--- config.mk ---
export PLATFORM = sky130hd
export DESIGN_NAME = multiboot_ctrl
export DESIGN_NICKNAME = d
export VERILOG_FILES = /design/src/rtl/multiboot_pkg.sv /design/src/rtl/multiboot_addr_latch.sv /design/src/rtl/multiboot_ctrl.sv
export SDC_FILE = /design/constraint.sdc
export NUM_CORES = 1
export LEC_CHECK = 0
export ABC_AREA = 1
export BUFFER_PORTS_ARGS = -buffer_cell sky130_fd_sc_hd__buf_2
export CELL_PAD_IN_SITES_DETAIL_PLACEMENT = 0
export CELL_PAD_IN_SITES_GLOBAL_PLACEMENT = 1
export CORE_MARGIN = 2
export CORE_UTILIZATION = 30
export CTS_CLUSTER_SIZE = 20
export DETAILED_ROUTE_END_ITERATION = 8
export PLACE_DENSITY = 0.61
export SETUP_SLACK_MARGIN = 0.5
export SLEW_MARGIN = 5
export SYNTH_ARGS = -nofsm -noshare
export SYNTH_HDL_FRONTEND = slang
export SYNTH_SLANG_ARGS = --single-unit
--- constraint.sdc ---
create_clock -name CLK -period 1.8 [get_ports CLK]
set_input_delay 0.27 -clock CLK [delete_from_list [all_inputs] [get_ports CLK]]
set_output_delay 0.27 -clock CLK [all_outputs]
set_load 0.01 [all_outputs]
--- src/rtl/multiboot_pkg.sv ---
// multiboot_ctrl shared definitions: register map, reset address,
// FSM state encoding and byte-pointer constants.
package multiboot_pkg;

  localparam logic [7:0]  ADDR_REG     = 8'hFC;
  localparam logic [7:0]  BOOT_REG     = 8'hFD;
  localparam logic [7:0]  BOOT_KEY     = 8'hB1;
  localparam logic [23:0] DEFAULT_ADDR = 24'h098000;

  typedef enum logic [1:0] {
    ST_IDLE   = 2'd0,
    ST_SETTLE = 2'd1,
    ST_FIRE   = 2'd2,
    ST_BUSY   = 2'd3
  } mb_state_e;

  // ptr value -> address byte (most significant byte first)
  localparam logic [1:0] PTR_HI  = 2'd0;
  localparam logic [1:0] PTR_MID = 2'd1;
  localparam logic [1:0] PTR_LO  = 2'd2;

  function automatic logic [7:0] addr_byte(
    input logic [23:0] a,
    input logic [1:0]  p
  );
    logic [7:0] b;
    b = 8'h00;
    case (p)
      PTR_HI:  b = a[23:16];
      PTR_MID: b = a[15:8];
      PTR_LO:  b = a[7:0];
      default: b = 8'h00;
    endcase
    return b;
  endfunction

endpackage

--- src/rtl/multiboot_addr_latch.sv ---
// Boot-address staging: byte-wise load, atomic commit on the last byte,
// and the read-back mux.
// Ports: clk_i, rst_i (sync, high), wr_en_i/din_i (ADDR_REG write),
//   clear_ptr_i (BOOT_REG write), lock_i (sequence running),
//   rd_boot_i/busy_i (read select), spi_addr_o, ptr_o, rd_data_o.
module multiboot_addr_latch
  import multiboot_pkg::*;
(
  input  logic        clk_i,
  input  logic        rst_i,
  input  logic        wr_en_i,
  input  logic [7:0]  din_i,
  input  logic        clear_ptr_i,
  input  logic        lock_i,
  input  logic        rd_boot_i,
  input  logic        busy_i,
  output logic [23:0] spi_addr_o,
  output logic [1:0]  ptr_o,
  output logic [7:0]  rd_data_o
);

  logic [23:0] staging_q, staging_d;
  logic [23:0] addr_q, addr_d;
  logic [1:0]  ptr_q, ptr_d;

  always_comb begin
    staging_d = staging_q;
    addr_d    = addr_q;
    ptr_d     = ptr_q;
    if (clear_ptr_i) begin
      ptr_d = PTR_HI;
    end else if (wr_en_i && !lock_i) begin
      case (ptr_q)
        PTR_HI:  staging_d[23:16] = din_i;
        PTR_MID: staging_d[15:8]  = din_i;
        PTR_LO:  staging_d[7:0]   = din_i;
        default: staging_d = staging_q;
      endcase
      if (ptr_q == PTR_LO) begin
        // last byte arrives with the write; commit all 24 bits at once
        addr_d = {staging_q[23:8], din_i};
        ptr_d  = PTR_HI;
      end else begin
        ptr_d = ptr_q + 2'd1;
      end
    end
  end

  always_ff @(posedge clk_i) begin
    if (rst_i) begin
      staging_q <= 24'h0;
      addr_q    <= DEFAULT_ADDR;
      ptr_q     <= PTR_HI;
    end else begin
      staging_q <= staging_d;
      addr_q    <= addr_d;
      ptr_q     <= ptr_d;
    end
  end

  always_comb begin
    rd_data_o = addr_byte(addr_q, ptr_q);
    if (rd_boot_i) begin
      rd_data_o = {6'b0, busy_i, (ptr_q != PTR_HI)};
    end
  end

  assign spi_addr_o = addr_q;
  assign ptr_o      = ptr_q;

endmodule

--- src/rtl/multiboot_ctrl.sv ---
// Register front end for the ICAP multiboot sequencer: loads the boot
// address, issues a keyed one-cycle MBT_REBOOT and holds off while busy.
// Ports: CLK, MBT_RESET (sync, high), reg_addr/reg_wr/reg_rd/reg_din,
//   reg_dout/reg_oe (registered read), spi_addr, MBT_REBOOT, busy.
module multiboot_ctrl
  import multiboot_pkg::*;
#(
  parameter int unsigned SETTLE_CYCLES = 2,
  parameter int unsigned BUSY_CYCLES   = 16
) (
  input  logic        CLK,
  input  logic        MBT_RESET,
  input  logic [7:0]  reg_addr,
  input  logic        reg_wr,
  input  logic        reg_rd,
  input  logic [7:0]  reg_din,
  output logic [7:0]  reg_dout,
  output logic        reg_oe,
  output logic [23:0] spi_addr,
  output logic        MBT_REBOOT,
  output logic        busy
);

  localparam logic [7:0] SETTLE_LD = 8'(SETTLE_CYCLES - 1);
  localparam logic [7:0] BUSY_LD   = 8'(BUSY_CYCLES - 1);

  mb_state_e   state_q, state_d;
  logic [7:0]  cnt_q, cnt_d;
  logic        reboot_q, reboot_d;
  logic        busy_q, busy_d;
  logic [7:0]  dout_q, dout_d;
  logic        oe_q, oe_d;

  logic        addr_wr, boot_wr, key_wr;
  logic        rd_addr, rd_boot, rd_hit;
  logic [7:0]  rd_data;
  logic [1:0]  ptr;

  assign addr_wr = reg_wr && (reg_addr == ADDR_REG);
  assign boot_wr = reg_wr && (reg_addr == BOOT_REG);
  assign key_wr  = boot_wr && (reg_din == BOOT_KEY);
  assign rd_addr = reg_rd && (reg_addr == ADDR_REG);
  assign rd_boot = reg_rd && (reg_addr == BOOT_REG);
  assign rd_hit  = rd_addr || rd_boot;

  multiboot_addr_latch u_latch (
    .clk_i       (CLK),
    .rst_i       (MBT_RESET),
    .wr_en_i     (addr_wr),
    .din_i       (reg_din),
    .clear_ptr_i (boot_wr),
    .lock_i      (state_q != ST_IDLE),
    .rd_boot_i   (rd_boot),
    .busy_i      (busy_q),
    .spi_addr_o  (spi_addr),
    .ptr_o       (ptr),
    .rd_data_o   (rd_data)
  );

  always_comb begin
    state_d = state_q;
    cnt_d   = cnt_q;
    unique case (state_q)
      ST_IDLE: begin
        if (key_wr) begin
          state_d = ST_SETTLE;
          cnt_d   = SETTLE_LD;
        end
      end
      ST_SETTLE: begin
        if (cnt_q == 8'd0) state_d = ST_FIRE;
        else               cnt_d   = cnt_q - 8'd1;
      end
      ST_FIRE: begin
        state_d = ST_BUSY;
        cnt_d   = BUSY_LD;
      end
      ST_BUSY: begin
        if (cnt_q == 8'd0) state_d = ST_IDLE;
        else               cnt_d   = cnt_q - 8'd1;
      end
      default: state_d = ST_IDLE;
    endcase
    // outputs come straight from flops fed by the next state
    reboot_d = (state_d == ST_FIRE);
    busy_d   = (state_d != ST_IDLE);
  end

  always_comb begin
    oe_d   = rd_hit;
    dout_d = dout_q;
    if (rd_hit) dout_d = rd_data;
  end

  always_ff @(posedge CLK) begin
    if (MBT_RESET) begin
      state_q  <= ST_IDLE;
      cnt_q    <= 8'd0;
      reboot_q <= 1'b0;
      busy_q   <= 1'b0;
      dout_q   <= 8'h00;
      oe_q     <= 1'b0;
    end else begin
      state_q  <= state_d;
      cnt_q    <= cnt_d;
      reboot_q <= reboot_d;
      busy_q   <= busy_d;
      dout_q   <= dout_d;
      oe_q     <= oe_d;
    end
  end

  assign MBT_REBOOT = reboot_q;
  assign busy       = busy_q;
  assign reg_dout   = dout_q;
  assign reg_oe     = oe_q;

  logic unused_ptr;
  assign unused_ptr = ^ptr;

endmodule

==> impl_metrics.env, run 1 <==
export IMPL_cts_tree="built"
export IMPL_nets=495
export IMPL_ys_ff_latch=63
export IMPL_drive_gt1_share_pct=32.78
export IMPL_critPathMostFrequentCell="nand2_4"
export IMPL_diodes=0
export IMPL_dp_hpwl_um=5395
export IMPL_max_vdd_ir_drop_uv=315.6
export IMPL_wl_met1_um=4318
export IMPL_synth_nets=410
export IMPL_worstPathArrival_ns=1.60
export IMPL_wl_per_cell_um=14.63
export IMPL_power_per_cell_area_nw_per_um2=848.8
export IMPL_gp_congestion=0.7379
export IMPL_wl_met3_um=322
export IMPL_path_max_fanout=7
export IMPL_hold_viol=0
export IMPL_wl_met2_um=3866
export IMPL_clock_fmax_mhz=752.4
export IMPL_synth_warnings=0
export IMPL_firstDrtPassIters=4
export IMPL_cts_htree_levels=3
export IMPL_crit_slowest_cell="dfxtp_4"
export IMPL_post_route_util_pct=43.18
export IMPL_grt_max_degree=42
export IMPL_io_pins=55
export IMPL_setup_viol=0
export IMPL_worstSetupStartpoint="state_q[0]$_SDFF_PP0_"
export IMPL_yosys_cell_types_count=26
export IMPL_critPathRequiredTime_ns=2.07
export IMPL_hold_depth=2
export IMPL_fin_tns_setup_ns=0
export IMPL_antenna_found_initial=0
export IMPL_area_growth_pct=38.33
export IMPL_hp_class="primary input to flip-flop"
export IMPL_cts_buffers_inserted=9
export IMPL_path_class="flip-flop to flip-flop"
export IMPL_syn_area_um2=2735
export IMPL_path_cells="buf_6, inv_4, nor3_4, nand3_4, nand2_4, buf_8, nand2_4, a21oi_2"
export IMPL_yosysSeqAreaShare_pct=46.11
export IMPL_grt_overflow=0
export IMPL_detail_route_antenna_nets=0
export IMPL_vias=2759
export IMPL_synth_avg_cell_area_um2=7.031
export IMPL_grt_pass1_vias=2698
export IMPL_maxCapViolCount=0
export IMPL_portBuffers=54
export IMPL_maxSlewViolCount=0
export IMPL_p_leak_nw=1.691
export IMPL_hold_buffers=0
export IMPL_reg2reg_slack_ns=0.47
export IMPL_grt_util_all_layers_pct=17.95
export IMPL_syn_inst=389
export IMPL_fin_crit_sh_pct=73.84
export IMPL_routed_top_layer="met4"
export IMPL_drt_initial_drc_count=92
export IMPL_min_delay_worst_endpoint="reg_oe$_SDFF_PP0_"
export IMPL_drc=0
export IMPL_start_util_pct=31.21
export IMPL_p_int_w=0.002320
export IMPL_slew_headroom_pct=69.95
export IMPL_clkTransAtPathRegs_ns=0.07
export IMPL_p_clk_share_pct=39.0
export IMPL_critPathMaxStageDelay_ns=0.37
export IMPL_vias_per_cell=4.700
export IMPL_numClockSinks=63
export IMPL_combPwrFrac_pct=15.7
export IMPL_synth_area_leader_cell="dfxtp_1"
export IMPL_core_area_um2=8763
export IMPL_clockBufferDepth=2
export IMPL_p_sw_share_pct=27.75
export IMPL_period_needed_ns=1.329
export IMPL_rows=34
export IMPL_dieArea_um2=9897
export IMPL_synth_top_cell_area_share_pct=46.11
export IMPL_wirelength_um=8586
export IMPL_clkLatencyLatePin_ns=0.34
export IMPL_synth_area_leaders="dfxtp_1 (46%), nor2_1 (12%), nand2_1 (10%), o21ai_0 (7.5%), nand3_1 (5.7%)"
export IMPL_endpoint_kind="flip-flop"
export IMPL_grt_pass1_wl_um=13910
export IMPL_finalClockSkew_ns=0.007186
export IMPL_min_from="reg_rd"
export IMPL_design_power_total_w=0.003212
export IMPL_reg2reg_depth=8
export IMPL_power_frac_seq_pct=45.2
export IMPL_r2r_end="cnt_q[3]$_SDFFE_PP0P_"
export IMPL_die_w_um=99.49
export IMPL_clockRootBuffer="clkbuf_8"
export IMPL_worst_setup_path_start_kind="flip-flop"
export IMPL_power_switching_w=0.0008911
export IMPL_tightest_slew_ns=0.4507
export IMPL_outcome="completed"
export IMPL_die_height_um=99.49
export IMPL_rsz0062_at_grt="yes"
export IMPL_reg2reg_from="state_q[0]$_SDFF_PP0_"
-- cell usage in the layout (no fill, tap or decap), types with 4 or more instances in the layout --
cell and count:
nand2_2 6, nand3_1 28, buf_2 54, clkbuf_8 10, dfxtp_2 4, a21oi_2 6
nand2_1 68, a21oi_1 15, inv_1 22, nor2_2 5, o21ai_1 17, buf_6 12
nand2_4 8, buf_4 17, nor2_4 9, nor2_1 84, dfxtp_1 56, o21ai_0 22
-- area by class of cell --
class | instances | area, um^2
clock buffers | 11 | 141.4
clock inverters | 5 | 57.56
fillers | 937 | 4980
inverters | 29 | 126.4
multi-input cells | 287 | 1498
flip-flops and latches | 63 | 1277
well taps | 108 | 135.1
repair buffers | 84 | 548.0
-- registers in the layout, summed over array words and instances, names as in the netlist --
name and cells:
reg_oe 1, u_latch.spi_addr_o 24, u_latch.staging_q 16, u_latch.ptr_o 2
busy 1, cnt_q 8, reg_dout 8, MBT_REBOOT 1
state_q 2
-- Yosys cell counts, drive strengths merged --
cell type   n
nor2       97
nand2      81
dfxtp      63
o21ai      42
nand3      32
inv        28
a21oi      21
clkbuf      7
buf         6
nor3        3
nand4       2
o211ai      2
xor2        2
and3        1
clkinv      1
ha          1
-- per-layer routing --
layer,GRT usage (%),vias up
met3,3.935,7
li1,-,1428
met5,0,-
met1,25.48,1281
met2,27.08,43
met4,5.901,0
-- what timing repair did --
| item | CTS | global route |
|---|---|---|
| endpoints found under the setup margin | 60 | 62 |
| gates cloned | 3 | 0 |
| pin swaps | 9 | 21 |
| setup buffers | 15 | 4 |
| gates resized for setup | 42 | 52 |
-- power by group through the flow --
stage	Combinational (W)	Clock, W	Sequential (W)
finish	0.000505	0.00125	0.00145
global route	0.000562	0.00135	0.00146
CTS	0.000431	0.00128	0.00144
detailed placement	0.000353	0	0.00148
global placement	0.000353	0	0.00148
floorplan	0.000235	0	0.00147
-- logic make-up after synthesis --
| group | after synthesis | synth area share, % |
|---|---|---|
| adder cells (fa/ha/maj) | 1 | 0.4574 |
| XOR/XNOR | 2 | 0.6406 |
| flip-flops | 63 | 46.11 |
| AO/OA/AOI/OAI | 65 | 12.08 |
| AND/OR/NAND/NOR | 216 | 34.22 |
| buffers and inverters | 42 | 6.495 |
-- worst max-delay path: cells and delay by family, from the launching register on --
kind                   cells  cell delay, ns
and+or+nand+nor            4            0.49
DFF                        1            0.37
buffers and inverters      3            0.28
AOI/OAI and AO/OA          1            0.13
-- through the flow --
stage,setup WS [ns],instance area (um^2),instances,hold WS [ns]
global placement,0.2611,3163,549,0.4513
global route,0.3909,3784,587,0.1955
floorplan,0.5032,2750,389,0.4049
finish,0.4710,3784,587,0.2124
CTS,0.4872,3592,583,0.1947
detailed placement,0.2168,3163,549,0.4429
-- worst max path at each step --
stage               cells past startpoint                             endpoint  slack [ns]
finish                                  8                cnt_q[3]$_SDFFE_PP0P_        0.47
CTS                                     7   u_latch.staging_q[19]$_SDFFE_PP0P_        0.49
detailed placement                      9  u_latch.spi_addr_o[15]$_SDFFE_PP1P_        0.22
floorplan                               8                      busy$_SDFF_PP0_        0.50
global route                            8                cnt_q[4]$_SDFFE_PP0P_        0.39
global placement                        9  u_latch.spi_addr_o[15]$_SDFFE_PP1P_        0.26
No activity file was read; power rests on OpenSTA's default activity.
==> run 2, diff against run 1 <==
==> constraint.sdc (replaced) <==
create_clock -name CLK -period 1.3 [get_ports CLK]
set_input_delay 0.195 -clock CLK [delete_from_list [all_inputs] [get_ports CLK]]
set_output_delay 0.195 -clock CLK [all_outputs]
set_load 0.01 [all_outputs]
==> impl_metrics.env, run 2 (same netlist as run 1, synthesis figures left out) <==
export IMPL_cts_buffers_inserted=9
export IMPL_tightest_slew_ns=0.3210
export IMPL_path_class="flip-flop to flip-flop"
export IMPL_die_w_um=99.49
export IMPL_rsz0062_at_grt="yes"
export IMPL_timing_final_ws_setup_ns=-0.01051
export IMPL_rows=34
export IMPL_detail_route_antenna_nets=0
export IMPL_grt_max_degree=24
export IMPL_max_vdd_ir_drop_uv=468.8
export IMPL_area_growth_pct=84.26
export IMPL_clkTransAtPathRegs_ns=0.07
export IMPL_stdcell_count=644
export IMPL_drt_initial_drc_count=96
export IMPL_clockBufferDepth=2
export IMPL_maxSlewViolCount=0
export IMPL_violations="negative setup slack"
export IMPL_worstPathArrival_ns=1.54
export IMPL_wirelength_um=9541
export IMPL_portBuffers=54
export IMPL_use_met2_pct=30.93
export IMPL_drc=0
export IMPL_finalClockSkew_ns=0.007872
export IMPL_post_dp_cell_area_um2=3510
export IMPL_drive_gt1_share_pct=62.13
export IMPL_dieArea_um2=9897
export IMPL_period_needed_ns=1.311
export IMPL_dp_cells=583
export IMPL_wl_per_cell_um=14.82
export IMPL_num_fill_cells=775
export IMPL_hp_class="primary input to flip-flop"
export IMPL_hold_viol=0
export IMPL_nets=553
export IMPL_place_ws_ns=-0.1765
export IMPL_cts_tree="built"
export IMPL_dp_hpwl_um=5951
export IMPL_worst_setup_path_start_kind="flip-flop"
export IMPL_grt_busiest_layer="met2"
export IMPL_core_area_um2=8763
export IMPL_gp_congestion=0.8199
export IMPL_maxCapViolCount=0
export IMPL_vias=3060
export IMPL_use_met1_pct=23.10
export IMPL_grt_pass1_wl_um=14130
export IMPL_vias_per_cell=4.752
export IMPL_die_height_um=99.49
export IMPL_slew_headroom_pct=78.60
export IMPL_io_pins=55
export IMPL_fin_crit_sh_pct=100.8
export IMPL_largest_reg_flops=24
export IMPL_setup_viol=3
export IMPL_power_per_cell_area_nw_per_um2=849.8
export IMPL_clkLatencyLatePin_ns=0.34
export IMPL_grtUsageMet3_pct=4.498
export IMPL_final_cell_mix="buf_4 (66), nor2_1 (61), nand2_1 (52), buf_6 (48), dfxtp_2 (29)"
export IMPL_critPathRequiredTime_ns=1.53
export IMPL_start_util_pct=31.21
export IMPL_outcome="finished, violations left"
export IMPL_grt_overflow=0
export IMPL_design_area_um2=5040
export IMPL_endpoint_kind="flip-flop"
export IMPL_grt_util_all_layers_pct=18.10
export IMPL_final_common_cell="buf_4"
export IMPL_diodes=0
export IMPL_path_max_fanout=6
export IMPL_grt_pass1_vias=2905
export IMPL_clock_fmax_mhz=763.1
export IMPL_p_leak_nw=2.382
export IMPL_clockRootBuffer="clkbuf_8"
export IMPL_firstDrtPassIters=4
export IMPL_numClockSinks=63
export IMPL_cts_htree_levels=3
export IMPL_antenna_found_initial=0
-- run 2: worst paths after layout --
| kind | slack, ns | end | startpoint | cells past startpoint |
|---|---|---|---|---|
| max | -0.01 | u_latch.spi_addr_o[13]$_SDFFE_PP0P_ | u_latch.ptr_o[0]$_SDFFE_PP0P_ | 8 |
| min | 0.13 | cnt_q[6]$_SDFFE_PP0P_ | MBT_RESET | 2 |
| max reg2reg | -0.01 | u_latch.spi_addr_o[13]$_SDFFE_PP0P_ | u_latch.ptr_o[0]$_SDFFE_PP0P_ | 8 |
| min reg2reg | 0.48 | reg_dout[5]$_SDFFE_PP0P_ | reg_dout[5]$_SDFFE_PP0P_ | 2 |
-- run 2: final cells by class --
class	count	area, um^2	share of cell area, %
inverter	29	126.4	2.507
clock buffer	11	141.4	2.805
clock inverter	4	22.52	0.4469
multi-input combinational	286	1948	38.65
timing repair buffer	143	1331	26.42
tap	108	135.1	2.681
sequential	63	1335	26.49
-- run 2: worst max-delay path, cell delays in order, from the launching register on --
cell       delay, ns
dfxtp_4         0.37
inv_2           0.07
nand2_4         0.05
inv_4           0.07
nand4_1         0.12
buf_6           0.16
clkbuf_16       0.16
o21ai_2         0.14
nor2_1          0.05
-- run 2: what timing repair did --
| item | CTS | global route |
|---|---|---|
| pin swaps | 25 | 53 |
| gates cloned | 1 | 5 |
| endpoints found under the setup margin | 97 | 98 |
| setup buffers | 24 | 16 |
| hold buffers | 0 | 0 |
| gates resized for setup | 144 | 143 |
-- run 2: through the flow --
stage               TNS [ns]  power [W]  util, %  hold WS (ns)
floorplan                  0   0.002393        -        0.3299
global placement      -4.908   0.002678    40.05        0.4402
detailed placement    -5.934   0.002673    40.05        0.4380
CTS                        0   0.004216    49.26        0.1174
global route          -1.244   0.004490    57.51        0.1203
finish              -0.02334   0.004283    57.51        0.1314
-- run 2: routing by layer --
metal  routed length [um]  up-vias  part of all wire, %
li1                     -     1545                    -
met1                 4257     1451                   45
met5                    0        -                    0
met4                  102        0                  1.1
met3                  340        9                  3.6
met2                 4840       55                   51
-- run 2: report_power, final --
part / internal (W) / switching (W)
clock: 0.000723 / 0.000758
combinational: 0.000390 / 0.000438
sequential: 0.00195 / 0.0000256
total: 0.00306 / 0.00122
==> run 3, diff against run 2 <==
==> constraint.sdc (replaced) <==
create_clock -name CLK -period 1.5 [get_ports CLK]
set_input_delay 0.225 -clock CLK [delete_from_list [all_inputs] [get_ports CLK]]
set_output_delay 0.225 -clock CLK [all_outputs]
set_load 0.01 [all_outputs]
==> impl_metrics.env, run 3 (same netlist as run 1, synthesis figures left out) <==
export IMPL_outcome="completed"
export IMPL_cts_tree="built"
export IMPL_io_pins=55
export IMPL_path_max_fanout=10
export IMPL_worst_setup_path_start_kind="flip-flop"
export IMPL_nets=523
export IMPL_wl_met2_um=4220
export IMPL_reg2reg_from="cnt_q[0]$_SDFFE_PP0P_"
export IMPL_area_growth_pct=64.18
export IMPL_dieArea_um2=9897
export IMPL_gp_congestion=0.7559
export IMPL_maxSlewViolCount=0
export IMPL_rows=34
export IMPL_reg2reg_slack_ns=0.24
export IMPL_path_cells="inv_2, ha_4, nand2_2, inv_2, nand3_4, nand2_4, nand2_1, a21oi_1"
export IMPL_core_area_um2=8763
export IMPL_largest_reg_flops=24
export IMPL_cts_buffers_inserted=9
export IMPL_dp_hpwl_um=5870
export IMPL_clockRootBuffer="clkbuf_8"
export IMPL_worstPathArrival_ns=1.54
export IMPL_clkLatencyLatePin_ns=0.35
export IMPL_vias_per_cell=4.735
export IMPL_finalClockSkew_ns=0.01467
export IMPL_final_common_cell="nor2_1"
export IMPL_clockBufferDepth=2
export IMPL_grt_pass1_vias=2842
export IMPL_fin_crit_sh_pct=83.81
export IMPL_die_height_um=99.49
export IMPL_path_class="flip-flop to flip-flop"
export IMPL_maxCapViolCount=0
export IMPL_grt_overflow=0
export IMPL_crit_slowest_cell="dfxtp_2"
export IMPL_final_cell_mix="nor2_1 (82), nand2_1 (56), buf_6 (43), buf_4 (43), dfxtp_2 (34)"
export IMPL_clkTransAtPathRegs_ns=0.08
export IMPL_endpoint_kind="flip-flop"
export IMPL_setup_viol=0
export IMPL_vias=2912
export IMPL_hold_depth=3
export IMPL_grt_max_degree=33
export IMPL_max_vdd_ir_drop_uv=588.6
export IMPL_grt_util_all_layers_pct=18.68
export IMPL_wirelength_um=8818
export IMPL_drc=0
export IMPL_hp_class="primary input to flip-flop"
export IMPL_critPathMaxStageDelay_ns=0.32
export IMPL_power_per_cell_area_nw_per_um2=915.8
export IMPL_p_leak_nw=2.041
export IMPL_detail_route_antenna_nets=0
export IMPL_r2r_end="cnt_q[7]$_SDFFE_PP0P_"
export IMPL_start_util_pct=31.21
export IMPL_wl_per_cell_um=14.34
export IMPL_drt_initial_drc_count=113
export IMPL_critPathRequiredTime_ns=1.78
export IMPL_die_w_um=99.49
export IMPL_hold_viol=0
export IMPL_diodes=0
export IMPL_clock_fmax_mhz=795.4
export IMPL_firstDrtPassIters=4
export IMPL_grt_pass1_wl_um=14530
export IMPL_wl_met1_um=4022
export IMPL_antenna_found_initial=0
export IMPL_tightest_slew_ns=0.4086
export IMPL_cts_htree_levels=3
export IMPL_routed_top_layer="met4"
export IMPL_drive_gt1_share_pct=49.70
export IMPL_wl_met3_um=381
export IMPL_post_dp_cell_area_um2=3323
export IMPL_rsz0062_at_grt="yes"
export IMPL_hold_buffers=0
export IMPL_design_power_total_w=0.004112
export IMPL_slew_headroom_pct=72.64
export IMPL_numClockSinks=63
export IMPL_period_needed_ns=1.257
export IMPL_min_delay_worst_endpoint="u_latch.staging_q[15]$_SDFFE_PP0P_"
export IMPL_min_from="reg_din[7]"
export IMPL_design_area_um2=4491
export IMPL_critPathMostFrequentCell="inv_2"
export IMPL_portBuffers=54
export IMPL_reg2reg_depth=8
==> run 3: changes by cell type in the layout (fill, tap and decap cells not counted), moves of 8 or more <==
| cell | delta |
|---|---|
| nor2_4 | -12 |
| o21ai_2 | -12 |
| nor2_2 | -9 |
| a21oi_1 | +8 |
| o21ai_0 | +17 |
| buf_4 | -23 |
| a21oi_2 | -8 |
| nor2_1 | +21 |
==> run 3: worst max-delay path by stage <==
stage	slack [ns]	start	to	depth (start not counted)
floorplan	0.26	cnt_q[0]$_SDFFE_PP0P_	busy$_SDFF_PP0_	8
global placement	0.02	reg_addr[5]	u_latch.spi_addr_o[4]$_SDFFE_PP0P_	9
detailed placement	-0.03	reg_addr[5]	u_latch.staging_q[8]$_SDFFE_PP0P_	10
CTS	0.23	cnt_q[1]$_SDFFE_PP0P_	cnt_q[0]$_SDFFE_PP0P_	9
global route	0.14	cnt_q[1]$_SDFFE_PP0P_	cnt_q[5]$_SDFFE_PP0P_	8
finish	0.24	cnt_q[0]$_SDFFE_PP0P_	cnt_q[7]$_SDFFE_PP0P_	8
==> run 3: metal layers <==
metal,GRT usage [%],vias to the layer above
met5,0,-
li1,-,1488
met3,4.216,15
met1,23.96,1344
met2,30.72,65
met4,6.955,0
==> run 3: cell type report <==
cell class              instances  area (um^2)
multi-input cells             287         1658
fillers                       872         4273
inverters                      29        121.4
clock buffers                  12        165.2
repair buffers                112         1012
flip-flops and latches         63         1323
clock inverters                 4        76.32
well taps                     108        135.1
==> run 3: through the flow <==
stage                     setup TNS [ns]  cells  util, %  hold WS [ns]  setup WS [ns]
after global routing                   0    615    51.24        0.1597         0.1389
after detailed placement         -0.3092    557    37.92        0.4371       -0.02808
after global placement                 0    557    37.92        0.4485        0.02330
final                                  0    615    51.24        0.1512         0.2428
after CTS                              0    599    48.10        0.1570         0.2313
after floorplan                        0    389        -        0.3599         0.2587
==> run 3: critical path: cells and delay by family (launching register included) <==
family,cells,cell delay (ns)
DFF,1,0.32
adders and majority gates,1,0.15
and+or+nand+nor,4,0.44
buffers and inverters,2,0.15
AOI/OAI and AO/OA,1,0.14
==> run 3: repair_timing <==
action                     in CTS  in global routing
pin swaps                      25                 24
cloned                          0                  3
buffers inserted               26                 13
gates resized for setup       135                 47
setup endpoints to repair      97                 97
==> run 3: where the power goes <==
part	switching (W)	internal (W)	leakage, nW
Sequential	0.0000231	0.00170	0.526
Combinational	0.000344	0.000272	1.40
Clock	0.000701	0.00107	0.119
